<file path="src/rtl/div_scheduler.sv">
// Two-channel front end that time-shares one external divider.
// Round-robin arbitration, zero-divisor short-circuit and a response timeout.
module div_scheduler #(
    parameter int unsigned WIDTH   = 32,
    parameter int unsigned TIMEOUT = 64
) (
    input  logic               clk_in,
    input  logic               rst_in,
    input  logic [1:0]         req_valid_in,
    output logic [1:0]         req_ready_out,
    input  logic [2*WIDTH-1:0] dividend_in,
    input  logic [2*WIDTH-1:0] divisor_in,
    output logic [WIDTH-1:0]   div_dividend_out,
    output logic [WIDTH-1:0]   div_divisor_out,
    output logic               div_valid_out,
    input  logic [WIDTH-1:0]   div_quotient_in,
    input  logic [WIDTH-1:0]   div_remainder_in,
    input  logic               div_valid_in,
    input  logic               div_error_in,
    output logic [2*WIDTH-1:0] quotient_out,
    output logic [2*WIDTH-1:0] remainder_out,
    output logic [1:0]         done_out,
    output logic [1:0]         error_out,
    output logic               busy_out
);

    localparam int unsigned CntW = $clog2(TIMEOUT);
    localparam logic [CntW-1:0] CntLimit = CntW'(TIMEOUT - 1);

    typedef enum logic [1:0] {
        StIdle,
        StIssue,
        StWait,
        StRespond
    } state_e;

    state_e             state_q;
    logic               chan_q;
    logic               last_q;
    logic               zero_q;
    logic [CntW-1:0]    cnt_q;
    logic               div_valid_q;
    logic [WIDTH-1:0]   div_dividend_q;
    logic [WIDTH-1:0]   div_divisor_q;
    logic [2*WIDTH-1:0] quotient_q;
    logic [2*WIDTH-1:0] remainder_q;
    logic [1:0]         done_q;
    logic [1:0]         error_q;

    logic [1:0]         grant;
    logic [WIDTH-1:0]   sel_dividend;
    logic [WIDTH-1:0]   sel_divisor;

    logic               res_wr;
    logic [WIDTH-1:0]   res_quot;
    logic [WIDTH-1:0]   res_rem;
    logic               res_err;

    // With both channels pending, the one not served last wins.
    always_comb begin
        grant = 2'b00;
        if (state_q == StIdle) begin
            case (req_valid_in)
                2'b11:   grant = last_q ? 2'b01 : 2'b10;
                default: grant = req_valid_in;
            endcase
        end
    end

    always_comb begin
        sel_dividend = grant[1] ? dividend_in[2*WIDTH-1:WIDTH] : dividend_in[WIDTH-1:0];
        sel_divisor  = grant[1] ? divisor_in[2*WIDTH-1:WIDTH]  : divisor_in[WIDTH-1:0];
    end

    // Result written on the edge into RESPOND; a response beats the timeout.
    always_comb begin
        res_wr   = 1'b0;
        res_quot = '0;
        res_rem  = '0;
        res_err  = 1'b0;
        unique case (state_q)
            StIssue: begin
                if (zero_q) begin
                    res_wr  = 1'b1;
                    res_err = 1'b1;
                end
            end
            StWait: begin
                if (div_valid_in) begin
                    res_wr   = 1'b1;
                    res_quot = div_quotient_in;
                    res_rem  = div_remainder_in;
                    res_err  = div_error_in;
                end else if (cnt_q == CntLimit) begin
                    res_wr  = 1'b1;
                    res_err = 1'b1;
                end
            end
            default: ;
        endcase
    end

    always_ff @(posedge clk_in) begin
        if (rst_in) begin
            state_q        <= StIdle;
            chan_q         <= 1'b0;
            last_q         <= 1'b1;
            zero_q         <= 1'b0;
            cnt_q          <= '0;
            div_valid_q    <= 1'b0;
            div_dividend_q <= '0;
            div_divisor_q  <= '0;
            quotient_q     <= '0;
            remainder_q    <= '0;
            done_q         <= 2'b00;
            error_q        <= 2'b00;
        end else begin
            div_valid_q <= 1'b0;
            done_q      <= 2'b00;

            if (res_wr) begin
                if (chan_q) begin
                    quotient_q[2*WIDTH-1:WIDTH]  <= res_quot;
                    remainder_q[2*WIDTH-1:WIDTH] <= res_rem;
                    error_q[1]                   <= res_err;
                    done_q[1]                    <= 1'b1;
                end else begin
                    quotient_q[WIDTH-1:0]  <= res_quot;
                    remainder_q[WIDTH-1:0] <= res_rem;
                    error_q[0]             <= res_err;
                    done_q[0]              <= 1'b1;
                end
            end

            unique case (state_q)
                StIdle: begin
                    if (grant != 2'b00) begin
                        chan_q <= grant[1];
                        zero_q <= (sel_divisor == '0);
                        if (sel_divisor != '0) begin
                            div_valid_q    <= 1'b1;
                            div_dividend_q <= sel_dividend;
                            div_divisor_q  <= sel_divisor;
                        end
                        state_q <= StIssue;
                    end
                end
                StIssue: begin
                    cnt_q   <= '0;
                    state_q <= zero_q ? StRespond : StWait;
                end
                StWait: begin
                    if (res_wr) begin
                        div_dividend_q <= '0;
                        div_divisor_q  <= '0;
                        state_q        <= StRespond;
                    end else begin
                        cnt_q <= cnt_q + 1'b1;
                    end
                end
                StRespond: begin
                    last_q  <= chan_q;
                    state_q <= StIdle;
                end
                default: state_q <= StIdle;
            endcase
        end
    end

    assign req_ready_out    = grant;
    assign div_valid_out    = div_valid_q;
    assign div_dividend_out = div_dividend_q;
    assign div_divisor_out  = div_divisor_q;
    assign quotient_out     = quotient_q;
    assign remainder_out    = remainder_q;
    assign done_out         = done_q;
    assign error_out        = error_q;
    assign busy_out         = (state_q != StIdle);

endmodule

</file>
<file path="config.mk">
export PLATFORM = sky130hd
export DESIGN_NAME = div_scheduler
export DESIGN_NICKNAME = d
export VERILOG_FILES = /design/src/rtl/div_scheduler.sv
export SDC_FILE = /design/constraint.sdc
export NUM_CORES = 1
export LEC_CHECK = 0
export CORE_AREA = 5 5 150 152
export CTS_BUF_LIST = sky130_fd_sc_hd__clkbuf_4
export CTS_CLUSTER_SIZE = 10
export DETAILED_ROUTE_END_ITERATION = 10
export DIE_AREA = 0 0 155 157
export PLACE_DENSITY = 0.78
export SETUP_SLACK_MARGIN = 0.4
export SYNTH_ARGS = -nofsm -noshare
export SYNTH_HDL_FRONTEND = slang
export SYNTH_SLANG_ARGS = --single-unit
</file>
<file path="constraint.sdc">
create_clock -name clk_in -period 3 [get_ports clk_in]
set_input_delay 0.6 -clock clk_in [delete_from_list [all_inputs] [get_ports clk_in]]
set_output_delay 0.6 -clock clk_in [all_outputs]
set_load 0.01 [all_outputs]
</file>
* Word-level counts from Yosys, hierarchy flattened
Cells that the tools add are included.
** Operators by class
- Bitwise gates (word level) :: 4
- Eq/ne operators :: 9
- Reductions and logical operators :: 15
- Muxes and demuxes :: 31
- Add/sub/neg operators :: 1
** Operator list (count)
- $mux 32 :: 11
- $pmux 32 s2 :: 2
- $logic_not 32->1 :: 1
- $reduce_bool 32->1 :: 1
- $pmux 6 s2 :: 1
- $mux 2 :: 5
- $reduce_and 2->1 :: 5
- $mux 1 :: 8
- $pmux 2 s4 :: 1
- $reduce_bool 2->1 :: 4
- $add 6x1->6 const B :: 1
- $eq 2x2->1 const B :: 3
- $eq 6x6->1 const B :: 1
- $mux 6 :: 1
- $ne 2x1->1 const B :: 2
- $ne 2x2->1 const B :: 2
- $not 1->1 :: 4
- $pmux 1 s2 :: 2
- $reduce_and 4->1 :: 1
- $reduce_or 3->1 :: 1
- $eq 2x1->1 const B :: 1
- $logic_not 2->1 :: 1
- $reduce_or 2->1 :: 1
** Word-level totals
- Flip-flop bits (word level) :: 208
- Output and inout bits :: 200
- Bits of input ports :: 198
- Logic and storage cells :: 75

* Depth between registers and ports, before layout
Gate-level depths: netlist of the first run.
- Word-level depth :: 8
- Depth in mapped cells :: 9
- Depth with buffers taken out :: 7

* Least setup slack after synthesis of the first run
OpenSTA, ideal clock, no wires.
- Path kind :: input to register
- Start :: in divisor_in[3]
- End :: reg div_dividend_q[10] (netlist: div_dividend_out[10])
- Slack :: 725 ps
- Path buffers :: 1
- Stages on the path :: 6
- Arrival time :: 2154 ps
- Required time :: 2878 ps
- Setup time :: 122 ps
- Cells stage by stage :: nor4_1 -> nand2_1 -> or4_4 -> nor3b_1 -> clkbuf_1 -> a221o_1
** On the way
- Longest elaborated chain between the ends :: 4
** Ends and longest elaborated chain
- start: declaration :: RTL line 12 : input logic [2*WIDTH-1:0] divisor_in,
- $mux 32 :: RTL line 72 : sel_divisor = grant[1] ? divisor_in[2*WIDTH-1:WIDTH] : divisor_in[WIDTH-1:0];
- $reduce_bool 32->1 :: RTL line 140 : if (sel_divisor != '0) begin
- $ne 2x1->1 (no source line)
- $reduce_and 4->1 (no source line)
- end signal: assignment :: RTL line 142 : div_dividend_q <= sel_dividend;
- end: declaration :: RTL line 43 : logic [WIDTH-1:0] div_dividend_q;
Every way passes these cells.
A chain may end at the register's enable or synchronous reset.

* Final worst setup path of the first run
- Start :: in divisor_in[11]
- End :: reg div_dividend_q[11] (netlist: div_dividend_out[11])
Same word-level chain as after synthesis.

==> summary by stage, run 1 <==
Power and ir drop
Power comes to between 7 and 8 mW. For this design the ratio of total power to cell area is ~600 nW/um^2. The leakage power is slightly below 5 nW.

The worst supply voltage drop on vdd is roughly 390 uV. The internal power contribution is 5.546 mW. Of the total power, registers draw 0.410. The clock network power share is 0.305. The switching share of power is 0.3024. The combinational power share is 0.285. The net switching power is 2.404 mW.

STA
The max-slew violation count was 0. The final cycle utilization of the critical path is 0.8271. The transition time of the tightest slew-check pin is 0.5886 ns.

The smallest clock period supported by the final layout is computed as 2.481 ns. The worst slew slack as a fraction of its limit is 0.6039. The total of endpoints with negative setup slack in the final report is 0.

The final hold violation count is 0. Based on the critical path, the design can be clocked at up to 403.0 MHz. The worst clock skew is 0.02607 ns. Setup repair after global routing left no endpoint under its margin. The final critical-path setup slack is 0.5187 ns.

Worst setup path
In this run the worst setup path begins at divisor_in[11]. The worst setup path is launched from an input pin. STA classifies the critical path endpoint as a flop. The critical path start-end classification is input pin to flop. The maximum net fanout on the critical path is 32. STA puts the critical path data required time at 3.52 ns. The reg-to-reg endpoint is div_dividend_out[11]. The worst register-to-register path begins at state_q[1].

The number of cells on the worst reg-to-reg path is 8. The arrival time of data at the critical path endpoint is 3.00 ns. Across all register-to-register paths, the minimum setup slack is between 0.6 and 0.7 ns.

Synthesis
The sequential element share of the synthesized area is 0.5130. The number of instances in the synthesized netlist is 920. The mapped netlist covers approximately 8100 sq um. After synthesis, the mean cell area works out to 8.822 sq um. The synthesized netlist net count is 1,124. The synthesized design contains 208 register bits. The number of warnings reported in the yosys synthesis log is 0. The number of different library cells in the post-synthesis netlist is 35.

Placement
The routability congestion estimate is 0.8816. OpenSTA, run right after detailed placement, puts the worst setup slack at -0.07573 ns. The count of buffers added on input and output ports is 397. Including well taps, the total number of placed cells is 1,541. The half-perimeter wire length after detailed placement is 21,540 microns. The post-placement cell area is ~12,000 sq um.

Clocking
TritonCTS built the clock tree. Clock-pin slew was measured on the worst setup and hold paths at around 0.060 ns. The clock net in this run drives a total of 208 sinks. After clock tree synthesis, the flow added hold-fix buffers numbering 0. The clock root buffer is sky130_fd_sc_hd__clkbuf_4. The maximum number of buffers from clock root to sink is 3.

TritonCTS created 55 clock buffers. The post-CTS setup buffer count is 0. The level count of the clock H-tree is 2.

The source-to-sink clock delay at the later pin of the worst-skew pair is 0.64 ns.

Cells and area
Counting the fill cells in the layout gives 1,823. In the final layout, the share of cells above drive strength 1 is 0.09285. Leaving out fill and tap cells, the most frequent cell in the layout is sky130_fd_sc_hd__clkdlybuf4s50_1. Leaving out fill and tap cells, the most frequent cells in the layout are sky130_fd_sc_hd__clkdlybuf4s50_1, sky130_fd_sc_hd__dfxtp_1, sky130_fd_sc_hd__nand2_1, sky130_fd_sc_hd__nand3_1, sky130_fd_sc_hd__o21ai_0. The relative area change from synthesis to final layout is 62.02%. Excluding fillers, the count of instances in the completed layout stands at 1,634. The final non-filler cell area is about 13,000 sq um. The final-stage net count is 1,527.

Outcome
The run finished with clean final reports.

Drt
The DRC violation total after the first TritonRoute iteration is approximately 480. After detailed routing, the average wire length per cell comes to between 15 and 20 microns. The post-route antenna net violation count is 0.

The number of iterations in the first detailed-routing pass is 6. For this block, the routed nets add up to approximately 29,000 microns of wire. The vias after detailed routing is ~8,500. The residual DRC count is 0.

After detailed routing, the number of vias per cell comes to 5.203.

Min path
The sink of the worst hold path is remainder_out[13]. The worst hold path was traced through 2 stages. The start point of the worst min-delay path is remainder_out[13]. The min-delay analysis places its worst path in the category flop to flop.

Global route
For this run the aggregate overflow at the end of global routing stands at 0. The first global-routing pass estimated 45,040 microns of wire. The initial antenna violation count is 1.

The via count of the first global-routing pass was 8,403. Entering global routing, the biggest net connects 90 pins. The total routing resource utilization after global routing is 0.2289.

Floorplanning
The die outline area is 24,340 sq um. The width of the chip is 155 microns. The number of ports placed on the die boundary is 398.

The starting density of the core is 0.3886. The die span in y is about 160 microns. The site row count is 53. The core footprint is 20,890 sq um.

Flow run
The tool flagged a number of max-cap violations equal to 0.
-- cell usage after synthesis --
library cell | n | area share
sky130_fd_sc_hd__a21oi_1 | 10 | 0.0062
sky130_fd_sc_hd__xnor2_1 | 2 | 0.0022
sky130_fd_sc_hd__or4_4 | 1 | 0.0014
sky130_fd_sc_hd__clkbuf_1 | 57 | 0.026
sky130_fd_sc_hd__o2bb2ai_1 | 32 | 0.035
sky130_fd_sc_hd__inv_1 | 11 | 0.0051
sky130_fd_sc_hd__nor2_1 | 9 | 0.0042
sky130_fd_sc_hd__buf_1 | 2 | 0.00093
sky130_fd_sc_hd__a32oi_1 | 1 | 0.0011
sky130_fd_sc_hd__ha_1 | 6 | 0.0092
sky130_fd_sc_hd__inv_2 | 1 | 0.00046
sky130_fd_sc_hd__nand2b_1 | 1 | 0.00077
sky130_fd_sc_hd__o21a_1 | 2 | 0.0018
sky130_fd_sc_hd__o211ai_1 | 2 | 0.0018
sky130_fd_sc_hd__buf_2 | 18 | 0.011
sky130_fd_sc_hd__nor4_1 | 18 | 0.014
sky130_fd_sc_hd__a31oi_1 | 2 | 0.0015
sky130_fd_sc_hd__or4_1 | 1 | 0.00093
sky130_fd_sc_hd__or3_1 | 1 | 0.00077
sky130_fd_sc_hd__and2_1 | 2 | 0.0015
sky130_fd_sc_hd__dfxtp_1 | 208 | 0.51
sky130_fd_sc_hd__a221o_1 | 32 | 0.039
sky130_fd_sc_hd__nand2_1 | 151 | 0.070
sky130_fd_sc_hd__o221ai_4 | 1 | 0.0032
sky130_fd_sc_hd__o21ai_0 | 132 | 0.081
sky130_fd_sc_hd__o2111ai_1 | 1 | 0.0011
sky130_fd_sc_hd__nor3b_1 | 1 | 0.00093
sky130_fd_sc_hd__a211oi_1 | 5 | 0.0046
sky130_fd_sc_hd__a2111o_1 | 1 | 0.0014
sky130_fd_sc_hd__nand3_1 | 133 | 0.082
sky130_fd_sc_hd__nor3_1 | 4 | 0.0025
sky130_fd_sc_hd__or3b_2 | 1 | 0.0011
sky130_fd_sc_hd__buf_6 | 6 | 0.0083
sky130_fd_sc_hd__mux2i_1 | 33 | 0.041
sky130_fd_sc_hd__and3_1 | 32 | 0.025
-- cell type report --
type | count | area [sq um] | area share
Timing Repair Buffer | 429 | 4349 | 0.3307
Clock inverter | 10 | 65.06 | 0.004948
Antenna cell | 2 | 5.005 | 0.0003806
Sequential cell | 208 | 4164 | 0.3167
Clock buffer | 81 | 608.1 | 0.04624
Multi-Input combinational cell | 617 | 3568 | 0.2714
Tap cell | 275 | 344.1 | 0.02617
Inverter | 12 | 46.29 | 0.003520
-- metrics by stage --
stage / utilization / hold WS (ns) / TNS (ns)
floorplan: - / 0.4536 / 0
global placement: 0.5966 / 0.4423 / -4.518
detailed placement: 0.5966 / 0.4476 / -1.649
CTS: 0.6288 / 0.4587 / 0
global route: 0.6294 / 0.4734 / 0
finish: 0.6295 / 0.4548 / 0
-- per-layer routing --
layer / up-vias / global-route usage / part of all wire
met5: - / 0 / 0
met4: 0 / 0.1013 / 0.039
met3: 83 / 0.06929 / 0.082
met2: 328 / 0.3877 / 0.49
met1: 3963 / 0.2687 / 0.39
li1: 4128 / - / -
-- kinds of logic after synthesis --
kind of cell	synth area share
fa+ha+maj	0.009249
buf+inv	0.05226
simple gates	0.2044
compound gates	0.1782
flops	0.5130
mux	0.04070
xor+xnor	0.002159
-- critical path, stage by stage --
cell	delay, ns
sky130_fd_sc_hd__clkdlybuf4s50_1	0.48
sky130_fd_sc_hd__nor4_1	0.56
sky130_fd_sc_hd__nand2_1	0.11
sky130_fd_sc_hd__or4_4	0.56
sky130_fd_sc_hd__nor3b_2	0.19
sky130_fd_sc_hd__buf_12	0.16
sky130_fd_sc_hd__a221o_1	0.31
-- sequential cells by signal, indices dropped and copies added, names as in the netlist --
name,cells
error_out,2
cnt_q,6
quotient_out,64
zero_q,1
last_q,1
done_out,2
state_q,2
remainder_out,64
chan_q,1
div_divisor_out,32
div_dividend_out,32
div_valid_out,1
-- power groups by stage --
stage	registers, mW	logic (mW)	clock network [mW]
2_1_floorplan	3.42	0.907	0
3_3_place_gp	3.31	2.22	0
3_5_place_dp	3.31	2.25	0
4_1_cts	3.26	2.25	2.51
5_1_grt	3.30	2.41	2.65
6_report	3.26	2.26	2.42
-- how the worst max path moves through the flow --
stage / endpoint / slack (ns) / cells after the start
2_1_floorplan: div_dividend_out[10] / 0.72 / 6
3_3_place_gp: div_dividend_out[11] / -0.10 / 7
3_5_place_dp: div_dividend_out[12] / -0.08 / 7
4_1_cts: req_ready_out[1] / 0.43 / 5
5_1_grt: req_ready_out[1] / 0.41 / 5
6_report: div_dividend_out[11] / 0.52 / 7
-- timing repair --
action,in CTS,in global routing
setup endpoints to repair,3,34
gates resized for setup,4,3
pin swaps,0,0
gates cloned,0,0
No activity file was read; power rests on OpenSTA's default activity.
==> run 2: changes to the inputs <==
- clock period: 3 -> 2.5 ns (I/O delays scaled with it)
==> summary by stage, run 2 (synthesized netlist as in run 1, its figures left out) <==
Outcome
The flow ran to the end, and the final reports show no timing, DRC or antenna violations.

Clocking
The clock root buffer is sky130_fd_sc_hd__clkbuf_4. The clock transition at the registers of the reported paths is 0.07 ns (about the same). The source-to-sink clock delay at the later pin of the worst-skew pair is 0.69 ns (+0.05 ns).

The clock buffer count from CTS is 56 (+1.8%). The number of sinks on the clock net is 208 (unchanged). The TritonCTS clock tree is yes.

The maximum number of buffers from clock root to sink is 3 (unchanged). The level count of the clock H-tree is 2 (unchanged).

Floorplanning
The die outline area came to 24,340 sq um (unchanged). The site row count is 53 (unchanged). The number of ports placed on the die boundary was 398 (unchanged). The core footprint was 20,890 sq um (unchanged). The width of the chip was 155 microns (unchanged). The die span in y is 157 microns (unchanged). The starting density of the core is 0.3886 (unchanged).

Global route
The global-route wire length before repair is 46,060 microns (+2.3%). The global-route congestion overflow total is 0 (unchanged). The maximum number of pins on one net before global-route repair is 45 (-50%). The via count of the first global-routing pass came to 8,620 (+2.6%). The total routing resource utilization after global routing was 0.2347 (+0.005856). The initial antenna violation count came to 1 (unchanged).

Cells and area
The most frequent standard cell in the layout excluding fill and tap cells is sky130_fd_sc_hd__dfxtp_1. The final-stage net count was 1,560 (+2.2%). The proportion of layout cells with a drive suffix above 1 is 0.1337 (+0.04082). The number of fill cells in the layout is 1,776 (-2.6%). The area of the multi-input gates was 3714 sq um (+4.1%). The relative area change from synthesis to final layout is 68.86%. The register cell area after layout came to 4167 sq um (about the same). The final design utilization was 0.6561 (+0.02659). The library cells used most frequently in the layout, excluding fill and tap cells, are sky130_fd_sc_hd__dfxtp_1, sky130_fd_sc_hd__clkdlybuf4s50_1, sky130_fd_sc_hd__nand2_1, sky130_fd_sc_hd__dlygate4sd2_1, sky130_fd_sc_hd__o21ai_0. The non-filler instance count after layout is 1,677 (+2.6%).

STA
Of the available clock period, the critical path in the final layout requires 0.8575. The worst clock skew is 0.04789 ns (+0.02182 ns). The worst hold margin is 0.2191 ns (-0.2357 ns).

The final setup TNS is 0 ns (unchanged). The total of endpoints with negative setup slack in the final report was 0 (unchanged). The max-slew violation count is 0 (unchanged). Setup repair after global routing could not meet its margin everywhere.

The upper clock frequency limit is between 400 and 500 MHz. The worst slew slack as a fraction of its limit is 0.6019 (-0.002003). The final critical-path setup slack is 0.3562 ns (-0.1625 ns). The clock period could shrink to 2.144 ns. The final hold violation count is 0 (unchanged).

The transition time of the tightest slew-check pin is 0.5945 ns (+0.005816 ns).

Worst setup path
The required time of the critical path came to 3.04 ns (-0.48 ns). The endpoint kind of the worst setup timing path is a flop. The worst reg-to-reg setup slack came to 0.36 ns (-0.29 ns). The arrival time of data at the critical path endpoint came to 2.69 ns (-0.31 ns).

The critical path start-end classification is flop to flop. The maximum net fanout on the critical path was 8 (-75%). STA classifies the critical path startpoint as a flop.

Drt
The detailed-routed wire length on met2 came to 14,870 microns (+3.5%). The number of iterations in the first detailed-routing pass is 5 (-1). The total wire length is 30,830 microns (+4.6%). The wire length on met1 came to 11,910 microns (+3.4%). Signal routing reaches up to met4. The vias after detailed routing came to 8,705 (+2.4%). The wire length on met3 was 2370 microns (-1.9%). The routed via count divided by cell count is 5.191 (-0.24%). The DRC violation total after the first TritonRoute iteration is 433 (-10%).

The residual DRC count is 0 (unchanged). The final routed wire length divided by cell count is 18.38 microns (+2.0%). The post-route antenna net violation count came to 0 (unchanged).

Power and ir drop
The power density over the cells is 722.2 nW/um^2 (+19%). The leakage power was 6.650 nW (+35%). The worst supply voltage drop on vdd is 434.2 uV (+11%).

Placement
The half-perimeter wire length after detailed placement is 22,020 microns (+2.2%). The placed cell count is 1,559 (+1.2%). The routability congestion estimate is 0.9198 (+4.3%). The quantity of I/O buffers inserted on ports is 397 (unchanged).

The placement-stage worst setup slack is -0.3386 ns (-0.2629 ns).

Flow run
The max-capacitance violation count is 0 (unchanged).

Min path
The classification of the worst-slack hold path is input pin to flop.
==> run 2: layout make-up <==
type | instances | share of cell area
Clock inverter | 19 | 0.006390
Timing Repair Buffer | 461 | 0.3445
Sequential cell | 208 | 0.3040
Multi-Input combinational cell | 617 | 0.2710
Antenna cell | 3 | 0.0005477
Tap cell | 275 | 0.02511
Inverter | 12 | 0.003560
Clock buffer | 82 | 0.04492
==> run 2: power breakdown <==
part | leakage [nW] | switching, mW | internal, mW
sequential | 1.69 | 0.206 | 3.69
clock | 0.416 | 1.46 | 1.51
combinational | 4.55 | 1.48 | 1.55
total | 6.65 | 3.14 | 6.76
==> run 2: path summary, 6_finish.rpt <==
| kind | end | from | depth (start not counted) |
|---|---|---|---|
| worst max register to register | div_dividend_out[3] | state_q[1] | 10 |
| worst min-delay path | div_divisor_out[6] | divisor_in[6] | 3 |
| worst min register to register | remainder_out[39] | remainder_out[39] | 2 |
| worst max-delay path | div_dividend_out[3] | state_q[1] | 10 |
==> run 2: repair_timing <==
| action | CTS | global route |
|---|---|---|
| setup buffers | 5 | 4 |
| cloned | 0 | 5 |
| pin swaps | 2 | 42 |
| hold buffers | 0 | 0 |
| resized for setup | 170 | 68 |
| setup endpoints to repair | 212 | 220 |
==> run 2: routing by layer <==
layer | GRT usage | vias to the layer above
met4 | 0.1283 | 0
met3 | 0.07534 | 97
met2 | 0.3860 | 339
li1 | - | 4226
met5 | 0 | -
met1 | 0.2726 | 4043
==> run 2: stage by stage <==
stage / area (sq um) / total power, mW
final: 13710 / 9.898
after global routing: 13700 / 10.45
after CTS: 13340 / 9.705
after detailed placement: 12760 / 6.740
after global placement: 12760 / 6.706
after floorplan: 8202 / 5.224
==> run 2: worst max-delay path, stage by stage (launching register included) <==
cell and delay (ns):
sky130_fd_sc_hd__dfxtp_2 0.34, sky130_fd_sc_hd__inv_2 0.06, sky130_fd_sc_hd__ha_4 0.19, sky130_fd_sc_hd__buf_6 0.12, sky130_fd_sc_hd__or3b_4 0.25, sky130_fd_sc_hd__nand3_2 0.08
sky130_fd_sc_hd__o21ai_4 0.18, sky130_fd_sc_hd__o221ai_4 0.16, sky130_fd_sc_hd__buf_12 0.18, sky130_fd_sc_hd__clkbuf_16 0.16, sky130_fd_sc_hd__a221o_1 0.32
==> run 3: changes to the inputs <==
==> constraint.sdc (replaced) <==
create_clock -name clk_in -period 2.5 [get_ports clk_in]
set_input_delay 0.375 -clock clk_in [delete_from_list [all_inputs] [get_ports clk_in]]
set_output_delay 0.375 -clock clk_in [all_outputs]
set_load 0.01 [all_outputs]
==> summary by stage, run 3 (synthesized netlist as in run 1, its figures left out) <==
Drt
The residual DRC count is 0 (unchanged). The routed via count divided by cell count came to 5.181 (-0.19%). The total wire length was 30,530 microns (-0.97%). The vias after detailed routing was 8,569 (-1.6%).

The post-route antenna net violation count is 0 (unchanged). The DRC violation total after the first TritonRoute iteration is 474 (+9.5%). The final routed wire length divided by cell count is 18.46 microns (+0.40%). The number of iterations in the first detailed-routing pass is 5 (unchanged).

Cells and area
The proportion of layout cells with a drive suffix above 1 came to 0.1241 (-0.009574). The number of fill cells in the layout is 1,739 (-2.1%). Leaving out fill and tap cells, the most frequent cell in the layout is sky130_fd_sc_hd__clkdlybuf4s50_1. The relative area change from synthesis to final layout is 67.46%. The final-stage net count is 1,550 (-0.64%). The final design utilization is 0.6507 (-0.005451). The top cell types in the final layout, fill and taps aside, are sky130_fd_sc_hd__clkdlybuf4s50_1, sky130_fd_sc_hd__dfxtp_1, sky130_fd_sc_hd__nand2_1, sky130_fd_sc_hd__o21ai_0, sky130_fd_sc_hd__nand3_1.

Worst setup path
The critical path start-end classification is flop to flop. The cell family with the largest share of critical-path delay is compound AO/OA/AOI/OAI gates. The required time of the critical path came to 3.03 ns (about the same).

The arrival time of data at the critical path endpoint is 2.66 ns (-0.03 ns). Traced cell by cell, the critical path runs through inv_4, ha_4, or3b_4, nand3_4, o21ai_4, o221ai_4, buf_6, clkbuf_16, a221o_1. The total stage count of the critical path was 9 (-1). The maximum net fanout on the critical path is 8 (unchanged). The worst path buffer plus inverter count was 3 (-1).

Tracing the worst setup path back leads to its startpoint at state_q[0]. The worst setup path is launched from a flop. In this run the critical register-to-register path is launched from state_q[0]. The highest cell delay on the worst timing path was 0.40 ns (+0.06 ns).

The number of cells on the worst reg-to-reg path was 9 (-1). STA classifies the critical path endpoint as a flop. The master of the slowest instance on the critical path is sky130_fd_sc_hd__dfxtp_4.

STA
The final hold violation count is 0 (unchanged). The transition time of the tightest slew-check pin is 0.6058 ns (+0.01133 ns). The minimum clock period after layout was 2.135 ns (-0.008615 ns).

The worst slew slack as a fraction of its limit is 0.5944 (-0.007584). The worst clock skew is 0.05811 ns (+0.01022 ns). The final cycle utilization of the critical path is 0.8541 (-0.003446). The upper clock frequency limit is 468.3 MHz (+0.40%).

The max-slew violation count came to 0 (unchanged). Setup repair after global routing could not meet its margin everywhere. The total of endpoints with negative setup slack in the final report came to 0 (unchanged).

Floorplanning
The core footprint is 20,890 sq um (unchanged). The number of ports placed on the die boundary is 398 (unchanged). The starting density of the core is 0.3886 (unchanged). The die outline area is 24,340 sq um (unchanged). The die span in y is 157 microns (unchanged). The site row count is 53 (unchanged). The width of the chip is 155 microns (unchanged).

Global route
The initial antenna violation count was 1 (unchanged). The global-route wire length before repair was 45,130 microns (-2.0%). The global-route congestion overflow total is 0 (unchanged). The via count of the first global-routing pass is 8,505 (-1.3%). The total routing resource utilization after global routing is 0.2278 (-0.006908). The maximum number of pins on one net before global-route repair came to 90 (+100%).

Outcome
The flow ran to the end, and the final reports show no timing, DRC or antenna violations.

Clocking
The TritonCTS clock tree is yes. The source-to-sink clock delay at the later pin of the worst-skew pair came to 0.65 ns (-0.04 ns). The clock buffer count from CTS is 54 (-3.6%).

The tree is rooted in a sky130_fd_sc_hd__clkbuf_4. The number of hold buffers added after CTS came to 0 (unchanged). The maximum number of buffers from clock root to sink is 3 (unchanged).

The level count of the clock H-tree is 2 (unchanged). The number of sinks on the clock net is 208 (unchanged). The clock transition at the registers of the reported paths came to 0.07 ns (about the same).

Min path
The classification of the worst-slack hold path is input pin to flop. The instance count along the most critical hold path is 2 (-1). The startpoint identified for the worst hold timing path is dividend_in[24].

Power and ir drop
The power density over the cells came to 725.6 nW/um^2 (+0.47%). The leakage power is 5.104 nW (-23%). The total power draw was 9.862 mW (-0.36%). The worst supply voltage drop on vdd came to 523.9 uV (+21%).

Placement
The quantity of I/O buffers inserted on ports is 397 (unchanged). The half-perimeter wire length after detailed placement is 21,390 microns (-2.9%). The routability congestion estimate is 0.9563 (+4.0%).

Flow run
The max-capacitance violation count is 0 (unchanged).
[run 3: changes by cell type in the layout (fill, tap and decap cells not counted), moves of 3 or more]
cell	change
sky130_fd_sc_hd__buf_12	-10
sky130_fd_sc_hd__clkinv_1	-8
sky130_fd_sc_hd__clkdlybuf4s50_1	+192
sky130_fd_sc_hd__dlygate4sd2_1	-145
sky130_fd_sc_hd__buf_6	+3
sky130_fd_sc_hd__dlymetal6s2s_1	-47
sky130_fd_sc_hd__buf_4	-4
[run 3: through the flow]
stage	area, sq um	setup TNS [ns]	hold WS (ns)	setup WS [ns]	cells
2_1_floorplan	8127	0	0.4536	0.3937	920
3_3_place_gp	12570	-25.45	0.4421	-0.4198	1551
3_5_place_dp	12570	-25.87	0.4456	-0.4423	1551
4_1_cts	13250	0	0.2531	0.3724	1640
5_1_grt	13590	0	0.2744	0.3116	1654
6_report	13590	0	0.3278	0.3648	1654
[run 3: layout make-up]
| class | instances | area (sq um) | share of cell area |
|---|---|---|---|
| diodes | 1 | 2.502 | 0.0001841 |
| clock buffers | 81 | 608.1 | 0.04474 |
| clock inverters | 7 | 31.28 | 0.002301 |
| inverters | 12 | 55.05 | 0.004050 |
| multi-input cells | 617 | 3704 | 0.2725 |
| flip-flops and latches | 208 | 4173 | 0.3070 |
| well taps | 275 | 344.1 | 0.02532 |
| repair buffers | 453 | 4674 | 0.3439 |
[run 3: final timing paths]
path / to / slack (ns)
min reg2reg: remainder_out[22] / 0.45
max: div_dividend_out[27] / 0.36
min: div_dividend_out[24] / 0.33
max reg2reg: div_dividend_out[27] / 0.36
[run 3: layer usage]
layer,GRT usage,vias to the layer above,part of all wire
li1,-,4187,-
met1,0.2764,3935,0.40
met2,0.3781,373,0.48
met3,0.06104,74,0.076
met4,0.1068,0,0.040
met5,0,-,0
[run 3: where the power goes]
part           internal [mW]  switching (mW)
combinational           1.66            1.48
clock                   1.46            1.33
sequential              3.70           0.243
total                   6.81            3.05
[run 3: repair_timing]
action / in CTS / in global routing
gates resized for setup: 21 / 35
endpoints found under the setup margin: 99 / 170
setup buffers: 1 / 7
pin swaps: 1 / 36
cloned: 0 / 6
